==> config.mk <==
export PLATFORM = sky130hd
export DESIGN_NAME = btle_rx_pdu_reader
export DESIGN_NICKNAME = d
export VERILOG_FILES = /design/src/rtl/btle_rx_pdu_reader.sv
export SDC_FILE = /design/constraint.sdc
export NUM_CORES = 1
export LEC_CHECK = 0
export ABC_AREA = 1
export ABC_CLOCK_PERIOD_IN_PS = 1800
export BUFFER_PORTS_ARGS = -buffer_cell sky130_fd_sc_hd__buf_2
export CORE_ASPECT_RATIO = 1.25
export CORE_UTILIZATION = 51
export DETAILED_ROUTE_END_ITERATION = 10
export PLACE_DENSITY = 0.72
export SETUP_SLACK_MARGIN = 0.3
export SYNTH_ARGS = -nofsm -noshare
export SYNTH_HDL_FRONTEND = slang
export SYNTH_SLANG_ARGS = --single-unit
==> constraint.sdc <==
create_clock -name clk -period 1.8 [get_ports clk]
set_input_delay 0.27 -clock clk [delete_from_list [all_inputs] [get_ports clk]]
set_output_delay 0.27 -clock clk [all_outputs]
set_load 0.01 [all_outputs]
==> src/rtl/btle_rx_pdu_reader.sv <==
// btle_rx_pdu_reader
//
// Drains a received PDU out of the receiver's PDU octet memory after each
// decode and presents it as a byte stream with a valid/ready handshake.
// Reads are issued to a memory with one cycle of registered read latency.
// The returning octets land in a 2-entry output FIFO, whose head drives the stream.
//
// Ports:
//   clk, rst            clock; asynchronous active-high reset
//   decode_end          1-cycle pulse: PDU memory and status complete
//   crc_ok              CRC result, valid with decode_end
//   payload_length      payload octet count, valid with decode_end
//   pdu_octet_mem_addr  PDU memory read address
//   pdu_octet_mem_data  PDU memory read data (1 clk after address)
//   m_octet/m_valid/m_ready/m_last  output byte stream
//   m_crc_ok            latched CRC result of the PDU being streamed
//   m_truncated         latched flag: PDU length was clamped to memory depth
//   busy                PDU accepted and not yet fully handed off
//   drop_count          saturating count of dropped decode_end events
//
// Optional build macro: BTLE_RX_PDU_READER_CRC_FILTER_EN
//   When defined, CRC-bad PDUs are dropped instead of streamed.

module btle_rx_pdu_reader #(
  parameter int PDU_ADDR_BIT_WIDTH       = 6,
  parameter int PAYLOAD_LENGTH_BIT_WIDTH = 7,
  parameter int DROP_COUNT_BIT_WIDTH     = 8
) (
  input  logic                                clk,
  input  logic                                rst,
  input  logic                                decode_end,
  input  logic                                crc_ok,
  input  logic [PAYLOAD_LENGTH_BIT_WIDTH-1:0] payload_length,
  output logic [PDU_ADDR_BIT_WIDTH-1:0]       pdu_octet_mem_addr,
  input  logic [7:0]                          pdu_octet_mem_data,
  output logic [7:0]                          m_octet,
  output logic                                m_valid,
  input  logic                                m_ready,
  output logic                                m_last,
  output logic                                m_crc_ok,
  output logic                                m_truncated,
  output logic                                busy,
  output logic [DROP_COUNT_BIT_WIDTH-1:0]     drop_count
);

  // Octet counts go up to 2^PDU_ADDR_BIT_WIDTH, so they need one extra bit.
  localparam int CNT_W = PDU_ADDR_BIT_WIDTH + 1;
  localparam int LEN_W = PAYLOAD_LENGTH_BIT_WIDTH + 1;
  localparam int CMP_W = (LEN_W > CNT_W) ? LEN_W : CNT_W;
  localparam logic [CMP_W-1:0] MAX_TOTAL = CMP_W'(2 ** PDU_ADDR_BIT_WIDTH);

  typedef enum logic {IDLE, STREAM} state_t;

  function automatic logic [DROP_COUNT_BIT_WIDTH-1:0] sat_inc(
    input logic [DROP_COUNT_BIT_WIDTH-1:0] v
  );
    if (&v) return v;
    return v + DROP_COUNT_BIT_WIDTH'(1);
  endfunction

  // Returns {truncated, total}; total = payload + 2 header octets, clamped
  // to the memory depth.
  function automatic logic [CNT_W:0] clamp_len(
    input logic [PAYLOAD_LENGTH_BIT_WIDTH-1:0] plen
  );
    logic [CMP_W-1:0] raw;
    raw = CMP_W'(plen) + CMP_W'(2);
    if (raw > MAX_TOTAL) return {1'b1, CNT_W'(MAX_TOTAL)};
    return {1'b0, CNT_W'(raw)};
  endfunction

  state_t                         state_q, state_d;
  logic                           crc_reject, accept, drop, pop, issue;
  logic                           last_issue, done;
  logic [1:0]                     occ_eff;
  logic [CNT_W:0]                 len_info;
  logic [CNT_W-1:0]               total_q, rd_ptr_p0;
  logic [PDU_ADDR_BIT_WIDTH-1:0]  addr_hold;
  logic                           crc_q, trunc_q;
  logic                           vld_p1, last_p1;
  logic [7:0]                     fifo_data [2];
  logic [1:0]                     fifo_last;
  logic                           wr_idx, rd_idx;
  logic [1:0]                     fifo_cnt;
  logic [DROP_COUNT_BIT_WIDTH-1:0] drop_q;

`ifdef BTLE_RX_PDU_READER_CRC_FILTER_EN
  assign crc_reject = ~crc_ok;
`else
  assign crc_reject = 1'b0;
`endif

  always_comb begin
    len_info   = clamp_len(payload_length);
    pop        = m_valid & m_ready;
    // Occupancy after this cycle's pop: counting the pop lets a new read go
    // out every cycle while the consumer keeps up, without overfilling.
    occ_eff    = fifo_cnt + {1'b0, vld_p1} - {1'b0, pop};
    issue      = (state_q == STREAM) && (rd_ptr_p0 < total_q) && (occ_eff < 2'd2);
    last_issue = (rd_ptr_p0 == total_q - CNT_W'(1));
    done       = pop & m_last;
    accept     = (state_q == IDLE) & decode_end & ~crc_reject;
    // A decode_end while busy (including the final-handshake cycle) is dropped.
    drop       = decode_end & ((state_q == STREAM) | crc_reject);
  end

  always_comb begin
    state_d = state_q;
    case (state_q)
      IDLE:    if (accept) state_d = STREAM;
      STREAM:  if (done)   state_d = IDLE;
      default: state_d = IDLE;
    endcase
  end

  assign m_valid            = (fifo_cnt != 2'd0);
  assign m_octet            = fifo_data[rd_idx];
  assign m_last             = m_valid & fifo_last[rd_idx];
  assign m_crc_ok           = crc_q;
  assign m_truncated        = trunc_q;
  assign busy               = (state_q == STREAM);
  assign drop_count         = drop_q;
  // Address shows the read being issued; otherwise it holds the last one.
  assign pdu_octet_mem_addr = issue ? rd_ptr_p0[PDU_ADDR_BIT_WIDTH-1:0] : addr_hold;

  always_ff @(posedge clk or posedge rst) begin
    if (rst) begin
      state_q      <= IDLE;
      total_q      <= '0;
      crc_q        <= 1'b0;
      trunc_q      <= 1'b0;
      rd_ptr_p0    <= '0;
      addr_hold    <= '0;
      vld_p1       <= 1'b0;
      last_p1      <= 1'b0;
      fifo_data[0] <= '0;
      fifo_data[1] <= '0;
      fifo_last    <= '0;
      wr_idx       <= 1'b0;
      rd_idx       <= 1'b0;
      fifo_cnt     <= '0;
      drop_q       <= '0;
    end else begin
      state_q <= state_d;
      if (accept) begin
        total_q   <= len_info[CNT_W-1:0];
        trunc_q   <= len_info[CNT_W];
        crc_q     <= crc_ok;
        rd_ptr_p0 <= '0;
      end
      if (drop) drop_q <= sat_inc(drop_q);

      // p0 -> p1: read issued this cycle, data returns next cycle
      if (issue) begin
        rd_ptr_p0 <= rd_ptr_p0 + CNT_W'(1);
        addr_hold <= rd_ptr_p0[PDU_ADDR_BIT_WIDTH-1:0];
      end
      if (done) begin
        rd_ptr_p0 <= '0;
        addr_hold <= '0;
      end
      vld_p1  <= issue;
      last_p1 <= issue & last_issue;

      // p1 -> FIFO: returning octet is pushed; head pops on handshake
      if (vld_p1) begin
        fifo_data[wr_idx] <= pdu_octet_mem_data;
        fifo_last[wr_idx] <= last_p1;
        wr_idx            <= ~wr_idx;
      end
      if (pop) rd_idx <= ~rd_idx;
      fifo_cnt <= occ_eff;
    end
  end

endmodule

## Word level (Yosys, flattened, before mapping)

Index checks and enable logic that the tools add are counted.

| word-level totals | value |
|---|---|
| flip-flop bits (word level) | 55 |
| latch bits | 0 |
| bits in writable memories | 0 |
| ROM bits | 0 |
| input bits | 20 |
| output and inout port bits | 27 |
| logic and storage cells | 76 |
| memories | 0 |

| cells by class | value |
|---|---|
| $add $sub $neg | 6 |
| multiply operators | 0 |
| divide/modulo/power cells | 0 |
| order comparisons | 9 |
| eq/ne operators | 2 |
| shift operators | 0 |
| mux-type cells | 25 |
| bitwise logic cells | 11 |
| reductions and logical operators | 8 |

Operator list:

| kind | number |
|---|---|
| $mux 8 | 7 |
| $mux 7 | 3 |
| $bwmux 16 | 1 |
| $mux 6 | 2 |
| $add 7x2->8 const B | 1 |
| $add 8x1->8 const B | 1 |
| $demux 8 s1 | 1 |
| $gt 8x7->1 const B | 1 |
| $mux 1 | 8 |
| $reduce_and 8->1 | 1 |
| $add 7x1->7 const B | 1 |
| $eq 7x7->1 | 1 |
| $lt 7x7->1 | 1 |
| $sub 7x1->7 const B | 1 |
| $and 1x1->1 | 6 |
| $ge 2x2->1 const B | 2 |
| $logic_and 1x1->1 | 4 |
| $lt 1x2->1 const B | 2 |
| $not 1->2 | 2 |
| $not 1->1 | 3 |
| $reduce_bool 3->1 | 1 |
| $add 2x1->2 | 1 |
| $bwmux 2 | 1 |
| $lt 2x1->1 const B | 1 |
| other kinds (8) | 8 |

## Logic depth before layout (Yosys ltp)

Gate-level depths: netlist of the first run.

| logic depth | value |
|---|---|
| depth in word-level cells | 7 |
| mapped depth | 13 |
| gate-level depth less buffers | 12 |

## Least setup slack after synthesis of the first run

No wires, ideal clock.

| timing | value |
|---|---|
| kind | register to output |
| from | register fifo_cnt[1] |
| to | output pdu_octet_mem_addr[0] |
| arrival time | 1.714 ns |
| data required time | 1.530 ns |
| setup slack | -0.184 ns |
| stages on the path, launching flop included | 12 |
| buffers on the path | 0 |
| cell sequence | dfrtp_1 > nor2_1 > nor2_1 > ha_1 > inv_1 > ha_1 > nand3b_1 > nand2_2 > nand3_4 > nand2_1 > nand2_1 > inv_1 |

| between the ends | value |
|---|---|
| cells in the longest elaborated chain, start to end | 6 |
| elaborated cells between the ends (all ways) | 7 |
| those cells by class | add/sub (2); order compare (1); mux (1); bitwise (1); reduce/logical (2) |

Ends and longest elaborated chain:

| element | RTL line | RTL |
|---|---|---|
| start: declaration | 84 | `logic [1:0] fifo_cnt;` |
| start signal: assignment | 141 | `fifo_cnt <= '0;` |
| start signal: assignment | 172 | `fifo_cnt <= occ_eff;` |
| $reduce_bool 2->1 | 116 | `assign m_valid = (fifo_cnt != 2'd0);` |
| $and 1x1->1 | 95 | `pop = m_valid & m_ready;` |
| named net pop | 73 | `logic crc_reject, accept, drop, pop, issue;` |
| $sub 2x1->2 | 98 | `occ_eff = fifo_cnt + {1'b0, vld_p1} - {1'b0, pop};` |
| $lt 2x2->1 | 99 | `issue = (state_q == STREAM) && (rd_ptr_p0 < total_q) && (occ_eff < 2'd2);` |
| $logic_and 1x1->1 | 99 |  |
| $mux 6 | - |  |
| end: declaration | 34 | `output logic [PDU_ADDR_BIT_WIDTH-1:0] pdu_octet_mem_addr,` |

The timed path passes the listed nets, and every way through them passes these cells.

## Worst setup path after layout of the first run

Same ends and word-level chain as after synthesis.

==> metrics.txt, run 1 <==
# TYPE chip_impl_metric gauge
chip_impl_metric{name="delay_of_the_slowest_cell_on_the_worst_path",unit="ns"} 0.41
chip_impl_metric{name="share_of_the_synthesized_area_in_the_top_cell_type",unit="%"} 44.9
chip_impl_metric{name="clock_path_buffers",unit=""} 2
chip_impl_metric{name="chipWidth",unit="µm"} 71.4
chip_impl_metric{name="reg2reg_slack",unit="ns"} -0.49
chip_impl_metric{name="fin_crit",unit="ns"} 2.48
chip_impl_metric{name="number_of_flops_mapped_to_enable_cells_by_yosys",unit=""} 0
chip_impl_metric{name="drtAntennaViolNets",unit=""} 0
chip_impl_info{name="grt_setup_unrepaired",value="true"} 1
chip_impl_metric{name="wl_final",unit="mm"} 6.66
chip_impl_info{name="outcome",value="finished, violations left"} 1
chip_impl_metric{name="tightest_slew",unit="ns"} 0.518
chip_impl_metric{name="die_area",unit="µm²"} 6330
chip_impl_info{name="cpMaxStageDelayCell",value="dfrtp_1"} 1
chip_impl_metric{name="reg2regPathDepth",unit=""} 15
chip_impl_metric{name="first_pass_iteration_count_of_the_detailed_router",unit=""} 7
chip_impl_metric{name="pin_count",unit=""} 47
chip_impl_metric{name="stdcell_count",unit=""} 562
chip_impl_metric{name="grt_start_max_net_pins",unit=""} 36
chip_impl_metric{name="antenna_cells",unit=""} 0
chip_impl_metric{name="hold_violations",unit=""} 0
chip_impl_metric{name="clock_latency",unit="ns"} 0.32
chip_impl_metric{name="synthArstFlopShare",unit="%"} 100
chip_impl_metric{name="port-buffer-count",unit=""} 46
chip_impl_metric{name="floorplan.initialDensity",unit="%"} 53.1
chip_impl_info{name="cell_types_with_the_largest_area_share_after_synthesis",value="dfrtp_1, nand2_1, inv_1"} 1
chip_impl_metric{name="clock_sink_count",unit=""} 55
chip_impl_metric{name="syn_avg_cell_area",unit="µm²"} 7.57
chip_impl_metric{name="ir_drop",unit="mV"} 0.725
chip_impl_info{name="clock_tree.root_cell",value="clkbuf_8"} 1
chip_impl_info{name="class_of_the_tightest_hold_or_removal_check",value="in -> reg"} 1
chip_impl_info{name="worstHoldStart",value="crc_ok"} 1
chip_impl_metric{name="place_hpwl",unit="mm"} 4.67
chip_impl_metric{name="cellLeakagePower",unit="nW"} 2.19
chip_impl_metric{name="place.detailed.instances",unit=""} 539
chip_impl_metric{name="route.vias.total",unit=""} 2796
chip_impl_metric{name="final_critical_path_setup_slack",unit="ns"} -0.679
chip_impl_metric{name="cp.required",unit="ns"} 1.53
chip_impl_info{name="cts_tree",value="built"} 1
chip_impl_metric{name="postLayoutCellArea",unit="µm²"} 3920
chip_impl_metric{name="ys_types",unit=""} 27
chip_impl_metric{name="crit_arrival",unit="ns"} 2.21
chip_impl_metric{name="grt_pass1_wl",unit="mm"} 11.5
chip_impl_metric{name="design.core.area",unit="µm²"} 5780
chip_impl_metric{name="routability_congestion_estimate",unit=""} 0.809
chip_impl_metric{name="final_cycle_share",unit="%"} 138
chip_impl_metric{name="h-tree-depth",unit=""} 2
chip_impl_metric{name="postPlaceCellArea",unit="µm²"} 3580
chip_impl_metric{name="design.final.nets",unit=""} 528
chip_impl_metric{name="drive_above_1_share",unit="%"} 28.2
chip_impl_metric{name="clock_pin_slew_reported_for_the_worst_setup_and_hold_paths_after_clock_tree_synthesis",unit="ns"} 0.10
chip_impl_metric{name="die-height",unit="µm"} 88.7
chip_impl_metric{name="critical_path_peak_fanout",unit=""} 8
chip_impl_info{name="critPathLaunchType",value="flop"} 1
chip_impl_metric{name="syn-num-nets",unit=""} 438
chip_impl_metric{name="timing_max_transition_violations_final",unit=""} 0
chip_impl_info{name="crit_path_end_kind",value="output port"} 1
chip_impl_metric{name="max-cap-violations",unit=""} 0
chip_impl_metric{name="grt_util_all_layers",unit="%"} 22.7
chip_impl_metric{name="grt_pass1_vias",unit=""} 2747
chip_impl_metric{name="setup_viol",unit=""} 21
chip_impl_info{name="cp_cell_sequence",value="nor2_2, nor2_2, ha_1, inv_1, ha_2, nand3b_1, nand2_4, nand3_4, nand2_1, nand2_1, inv_2, buf_6"} 1
chip_impl_info{name="crit-reg2reg-launch",value="fifo_cnt[1]"} 1
chip_impl_info{name="synth_area_leader_cell",value="dfrtp_1"} 1
chip_impl_metric{name="clock.fmax",unit="MHz"} 403
chip_impl_metric{name="synth_area",unit="µm²"} 3070
chip_impl_metric{name="portion_of_the_post_synthesis_area_used_by_sequential_elements",unit="%"} 44.9
chip_impl_metric{name="dr.first_iter.drc_count",unit=""} 127
chip_impl_metric{name="number_of_stages_on_the_worst_hold_path",unit=""} 3
chip_impl_metric{name="route.detailed.vias_per_inst",unit=""} 4.98
chip_impl_info{name="reg2reg_to",value="addr_hold[2]"} 1
chip_impl_metric{name="std_cell_rows",unit=""} 31
chip_impl_metric{name="drcViolationCount",unit=""} 3
chip_impl_info{name="failing_checks",value="DRC, setup timing"} 1
chip_impl_info{name="mostFrequentLayoutCell",value="nand2_1"} 1
chip_impl_metric{name="area_growth_syn_to_layout",unit="%"} 27.7
chip_impl_info{name="worst_min_delay_path_endpoint",value="m_crc_ok"} 1
chip_impl_metric{name="grt_overflow_total",unit=""} 0
chip_impl_metric{name="antenna_found_initial",unit=""} 0
chip_impl_metric{name="synth-warning-count",unit=""} 0
chip_impl_info{name="layout.cells.most_common_list",value="nand2_1, inv_1, dfrtp_1"} 1
chip_impl_metric{name="routed_wire_length_per_instance",unit="µm"} 11.9
chip_impl_metric{name="pwr_density_cell",unit="nW/µm²"} 1920
chip_impl_info{name="timing_worst_setup_path_type",value="reg -> out"} 1
chip_impl_info{name="dominantRegCellSynth",value="dfrtp_1"} 1
chip_impl_metric{name="cts_inserted_buffers",unit=""} 5
chip_impl_metric{name="worst_clock_skew",unit="ns"} 0.0118
chip_impl_metric{name="syn_inst",unit=""} 405
chip_impl_metric{name="synth.ff_latch_count",unit=""} 55
chip_impl_metric{name="slew_limit_headroom",unit="%"} 65.4
==> cell usage after synthesis, types with 2 or more instances <==
| cell type | n |
|---|---|
| o21ai_0 | 23 |
| xor2_1 | 13 |
| nor2_1 | 30 |
| or2_2 | 4 |
| clkbuf_1 | 3 |
| nand4_1 | 17 |
| ha_1 | 13 |
| o22ai_1 | 2 |
| nand3_1 | 17 |
| nor3_1 | 5 |
| dfrtp_1 | 55 |
| nor2_2 | 3 |
| inv_2 | 3 |
| buf_2 | 2 |
| nand2_1 | 135 |
| inv_1 | 65 |
| o21ai_1 | 2 |
| xnor2_1 | 4 |
==> worst max-delay path by stage <==
stage / from / endpoint / slack (ns) / depth (start not counted)
global placement: fifo_cnt[1] / pdu_octet_mem_addr[3] / -0.25 / 12
floorplan: fifo_cnt[1] / pdu_octet_mem_addr[0] / -0.14 / 11
CTS: fifo_cnt[0] / pdu_octet_mem_addr[4] / -0.62 / 12
detailed placement: fifo_cnt[1] / pdu_octet_mem_addr[5] / -0.32 / 12
finish: fifo_cnt[1] / pdu_octet_mem_addr[0] / -0.68 / 12
global route: fifo_cnt[1] / pdu_octet_mem_addr[0] / -0.79 / 12
==> kinds of logic after synthesis <==
kind of cell / after synthesis / share of synthesized area [%]
compound gates: 29 / 4.94
fa+ha+maj: 13 / 5.30
xor+xnor: 17 / 4.86
simple gates: 216 / 30.4
buf+inv: 75 / 9.63
flops: 55 / 44.9
==> layer usage <==
metal | global-route usage, % | vias up | share of wire (%)
met5 | 0 | - | 0
met4 | 6.55 | 0 | 1.4
met3 | 3.87 | 9 | 2.6
met2 | 42.7 | 45 | 52
met1 | 26.4 | 1305 | 44
li1 | - | 1437 | -
==> metrics by stage <==
step	total power [W]	hold WS (ns)	setup TNS [ns]	setup slack, ns	util, %
2_1_floorplan	0.00454	0.344	-1.18	-0.140	-
3_3_place_gp	0.00572	0.313	-3.06	-0.253	62.0
3_5_place_dp	0.00584	0.316	-4.26	-0.319	62.0
4_1_cts	0.00724	0.149	-7.27	-0.616	66.5
5_1_grt	0.00820	0.170	-10.43	-0.785	67.8
6_report	0.00752	0.156	-8.10	-0.679	67.8
==> registers in the layout, indices dropped and copies added, names as in the netlist <==
| signal | count |
|---|---|
| last_p1 | 1 |
| wr_idx | 1 |
| busy | 1 |
| m_truncated | 1 |
| fifo_last | 2 |
| fifo_cnt | 2 |
| total_q | 7 |
| vld_p1 | 1 |
| fifo_data | 16 |
| addr_hold | 6 |
| rd_idx | 1 |
| drop_count | 8 |
| rd_ptr_p0 | 7 |
| m_crc_ok | 1 |
==> power breakdown <==
| group | switching, W | total, W | internal [W] |
|---|---|---|---|
| registers | 0.000332 | 0.00209 | 0.00176 |
| logic | 0.00250 | 0.00469 | 0.00219 |
| clock network | 0.000443 | 0.000732 | 0.000289 |
==> cell type report <==
class,instances,area (µm²)
fill,507,1860
sequential,55,1380
inverter,68,262
clock inverter,3,28.8
timing repair buffer,90,634
tap,66,82.6
multi-input combinational,275,1460
clock buffer,5,68.8
==> worst max-delay path, delay by kind of cell, from the launching register on <==
kind / cells / cell delay, ns
flops: 1 / 0.41
buf+inv: 3 / 0.19
fa+ha+maj: 2 / 0.43
simple gates: 7 / 0.86
==> timing repair <==
action,CTS,global route
setup endpoints to repair,31,40
endpoints found under the hold margin,20,0
buffers inserted,10,4
hold buffers,1,0
pin swaps,12,3
gates resized for setup,22,14
No activity file was read; power rests on OpenSTA's default activity.
==> run 2: changes to the inputs <==
ABC_AREA = 0   (was 1)
==> metrics.txt, run 2 <==
# TYPE chip_impl_metric gauge
chip_impl_metric{name="slew_limit_headroom",unit="%"} 60.5
chip_impl_metric{name="p_int",unit="W"} 0.00509
chip_impl_metric{name="route.detailed.vias_per_inst",unit=""} 5.49
chip_impl_info{name="cts_tree",value="built"} 1
chip_impl_metric{name="design.final.nets",unit=""} 395
chip_impl_metric{name="ys_types",unit=""} 43
chip_impl_metric{name="design.core.area",unit="µm²"} 5560
chip_impl_metric{name="clock_path_buffers",unit=""} 2
chip_impl_metric{name="switchingPower",unit="W"} 0.00335
chip_impl_metric{name="syn_avg_cell_area",unit="µm²"} 11.1
chip_impl_metric{name="dr.first_iter.drc_count",unit=""} 89
chip_impl_info{name="layout.cells.most_common_list",value="dfrtp_1, buf_2, buf_4"} 1
chip_impl_info{name="crit_path_end_kind",value="output port"} 1
chip_impl_metric{name="detailroute.wirelength.met2",unit="mm"} 3.64
chip_impl_metric{name="hold-worst-slack",unit="ns"} 0.0169
chip_impl_metric{name="critical_path_peak_fanout",unit=""} 7
chip_impl_metric{name="grt_pass1_vias",unit=""} 2342
chip_impl_metric{name="die-height",unit="µm"} 87.6
chip_impl_metric{name="std_cell_rows",unit=""} 30
chip_impl_metric{name="combPwrFrac",unit="%"} 67.0
chip_impl_metric{name="syn_inst",unit=""} 270
chip_impl_metric{name="pin_count",unit=""} 47
chip_impl_info{name="failing_checks",value="DRC, setup timing"} 1
chip_impl_metric{name="clock_pin_slew_reported_for_the_worst_setup_and_hold_paths_after_clock_tree_synthesis",unit="ns"} 0.10
chip_impl_metric{name="final_cycle_share",unit="%"} 142
chip_impl_metric{name="area_growth_syn_to_layout",unit="%"} 33.3
chip_impl_metric{name="syn-num-nets",unit=""} 303
chip_impl_info{name="timing_worst_setup_path_type",value="reg -> out"} 1
chip_impl_info{name="yosysMostFrequentCell",value="dfrtp_1"} 1
chip_impl_metric{name="max-cap-violations",unit=""} 0
chip_impl_metric{name="grt_pass1_wl",unit="mm"} 10.5
chip_impl_metric{name="ir_drop",unit="mV"} 1.23
chip_impl_metric{name="synth.ff_latch_count",unit=""} 55
chip_impl_metric{name="fin_crit",unit="ns"} 2.56
chip_impl_info{name="synth_commonest_cells",value="dfrtp_1, mux2_2, nand2_1, nand3_1"} 1
chip_impl_metric{name="share_clk_of_total_power",unit="%"} 7.9
chip_impl_metric{name="route.vias.total",unit=""} 2344
chip_impl_metric{name="drtAntennaViolNets",unit=""} 0
chip_impl_info{name="class_of_the_tightest_hold_or_removal_check",value="in -> async"} 1
chip_impl_metric{name="cts_inserted_buffers",unit=""} 5
chip_impl_metric{name="antenna_cells",unit=""} 0
chip_impl_metric{name="timing_max_transition_violations_final",unit=""} 0
chip_impl_metric{name="hold_violations",unit=""} 0
chip_impl_metric{name="antenna_found_initial",unit=""} 0
chip_impl_metric{name="portion_of_the_post_synthesis_area_used_by_sequential_elements",unit="%"} 46.0
chip_impl_info{name="mostFrequentLayoutCell",value="dfrtp_1"} 1
chip_impl_metric{name="grt_start_max_net_pins",unit=""} 31
chip_impl_metric{name="wl_met1",unit="mm"} 2.63
chip_impl_metric{name="first_pass_iteration_count_of_the_detailed_router",unit=""} 9
chip_impl_metric{name="cp.required",unit="ns"} 1.53
chip_impl_info{name="dominantRegCellSynth",value="dfrtp_1"} 1
chip_impl_metric{name="power.total",unit="W"} 0.00844
chip_impl_metric{name="clock_sink_count",unit=""} 55
chip_impl_metric{name="synth_area",unit="µm²"} 2990
chip_impl_metric{name="postPlaceCellArea",unit="µm²"} 3590
chip_impl_info{name="grt_setup_unrepaired",value="true"} 1
chip_impl_metric{name="synth-warning-count",unit=""} 0
chip_impl_info{name="critPathLaunchType",value="flop"} 1
chip_impl_info{name="top_register",value="fifo_data"} 1
chip_impl_info{name="synth_area_leader_cell",value="dfrtp_1"} 1
chip_impl_metric{name="drcViolationCount",unit=""} 8
chip_impl_metric{name="final.setup.tns",unit="ns"} -9.83
chip_impl_metric{name="grt_overflow_total",unit=""} 0
chip_impl_metric{name="final_critical_path_setup_slack",unit="ns"} -0.758
chip_impl_metric{name="synthArstFlopShare",unit="%"} 100
chip_impl_metric{name="grt_util_all_layers",unit="%"} 22.1
chip_impl_metric{name="routability_congestion_estimate",unit=""} 0.793
chip_impl_metric{name="chipWidth",unit="µm"} 70.5
chip_impl_metric{name="p_sw_share",unit="%"} 39.7
chip_impl_metric{name="setup_viol",unit=""} 21
chip_impl_metric{name="floorplan.initialDensity",unit="%"} 53.8
chip_impl_metric{name="place_hpwl",unit="mm"} 4.73
chip_impl_metric{name="clock.fmax",unit="MHz"} 391
chip_impl_metric{name="die_area",unit="µm²"} 6170
chip_impl_metric{name="routed_wire_length_per_instance",unit="µm"} 15.3
chip_impl_metric{name="number_of_flops_mapped_to_enable_cells_by_yosys",unit=""} 0
chip_impl_metric{name="crit_arrival",unit="ns"} 2.29
chip_impl_metric{name="postLayoutCellArea",unit="µm²"} 3980
chip_impl_info{name="clock_tree.root_cell",value="clkbuf_8"} 1
chip_impl_info{name="cell_types_with_the_largest_area_share_after_synthesis",value="dfrtp_1, mux2_2, ha_1"} 1
chip_impl_metric{name="share_of_the_synthesized_area_in_the_top_cell_type",unit="%"} 46.0
chip_impl_metric{name="cellLeakagePower",unit="nW"} 1.85
chip_impl_metric{name="finish.utilization",unit="%"} 71.7
chip_impl_metric{name="port-buffer-count",unit=""} 46
chip_impl_info{name="highest-signal-layer",value="met4"} 1
chip_impl_metric{name="wl_final",unit="mm"} 6.54
chip_impl_metric{name="power_frac_seq",unit="%"} 25.1
chip_impl_metric{name="route.met3.wl",unit="µm"} 206
chip_impl_metric{name="tightest_slew",unit="ns"} 0.592
chip_impl_metric{name="drive_above_1_share",unit="%"} 46.8
chip_impl_metric{name="pwr_density_cell",unit="nW/µm²"} 2120
chip_impl_info{name="outcome",value="finished, violations left"} 1
chip_impl_metric{name="worst_clock_skew",unit="ns"} 0.00832
chip_impl_metric{name="largest_register_ff_count",unit=""} 16
chip_impl_metric{name="clock_latency",unit="ns"} 0.31
chip_impl_metric{name="h-tree-depth",unit=""} 2
==> run 2: cell types whose count changed in the layout (fill, tap and decap cells not counted), moves of 6 or more <==
cell / change
a21oi_1: +11
mux2_2: +19
inv_1: -45
xnor2_1: +10
o21ai_0: -20
nand2_1: -111
mux2_4: +8
nand4_1: -12
nor2_2: -7
nor2_1: -14
inv_2: -8
nand3_1: -6
==> run 2: per-stage QoR <==
step                setup WS, ns  instances
floorplan                 -0.422        270
global placement          -0.419        405
detailed placement        -0.454        405
CTS                       -0.785        422
global route              -0.867        427
finish                    -0.758        427
==> run 2: worst max-delay path, stage by stage (launching register included) <==
cell and delay (ns):
dfrtp_1 0.40, o21ai_2 0.15, inv_1 0.06, ha_1 0.28
inv_2 0.04, ha_4 0.16, xnor2_4 0.16, a211o_4 0.34
o21ai_2 0.18, nand2_2 0.07, buf_2 0.14
==> run 2: final cells by class <==
cell class                      count  area, µm²
Sequential cell                    55       1380
Timing Repair Buffer               94        712
Tap cell                           64       80.1
Clock inverter                      1       5.00
Inverter                           14       56.3
Clock buffer                        7       76.3
Multi-Input combinational cell    192       1680
Fill cell                         431       1570
==> run 2: final timing paths <==
check                            start                     to  slack [ns]  cells after the start
setup / recovery           fifo_cnt[0]  pdu_octet_mem_addr[4]       -0.76                     10
hold / removal                     rst           fifo_data[3]        0.02                      2
setup reg to reg           fifo_cnt[0]           rd_ptr_p0[3]       -0.61                     11
hold reg to reg               m_crc_ok               m_crc_ok        0.49                      2
max in group asynchronous          rst           rd_ptr_p0[4]        1.26                      3
min in group clk                crc_ok               m_crc_ok        0.16                      3
==> run 2: timing repair <==
item	CTS	global route
pin swaps	3	7
setup buffers	8	5
gates resized for setup	26	18
endpoints found under the setup margin	34	38
hold endpoints to repair	0	0
hold buffers	0	0
gates cloned	1	0
==> run 2: cell families after synthesis <==
family                     count (synthesis)  synth area share, %
xor gates and xnor gates                  24                 7.53
AOI/OAI and AO/OA                         49                 13.7
and+or+nand+nor                           78                 13.2
muxes                                     28                 10.5
adders and majority gates                 13                 5.44
DFF                                       55                 46.0
buffers and inverters                     23                 3.56
==> run 2: power by group through the flow <==
| stage | Clock, W | Combinational [W] | Sequential, W |
|---|---|---|---|
| after floorplan | 0 | 0.00301 | 0.00219 |
| after global placement | 0 | 0.00445 | 0.00211 |
| after detailed placement | 0 | 0.00456 | 0.00214 |
| after CTS | 0.000675 | 0.00524 | 0.00212 |
| after global routing | 0.000731 | 0.00612 | 0.00218 |
| final | 0.000665 | 0.00566 | 0.00212 |
==> run 2: metal layers <==
| layer | GRT usage (%) | vias to the layer above |
|---|---|---|
| met5 | 0 | - |
| met3 | 3.57 | 7 |
| met4 | 5.38 | 0 |
| li1 | - | 1134 |
| met1 | 25.1 | 1145 |
| met2 | 43.2 | 58 |
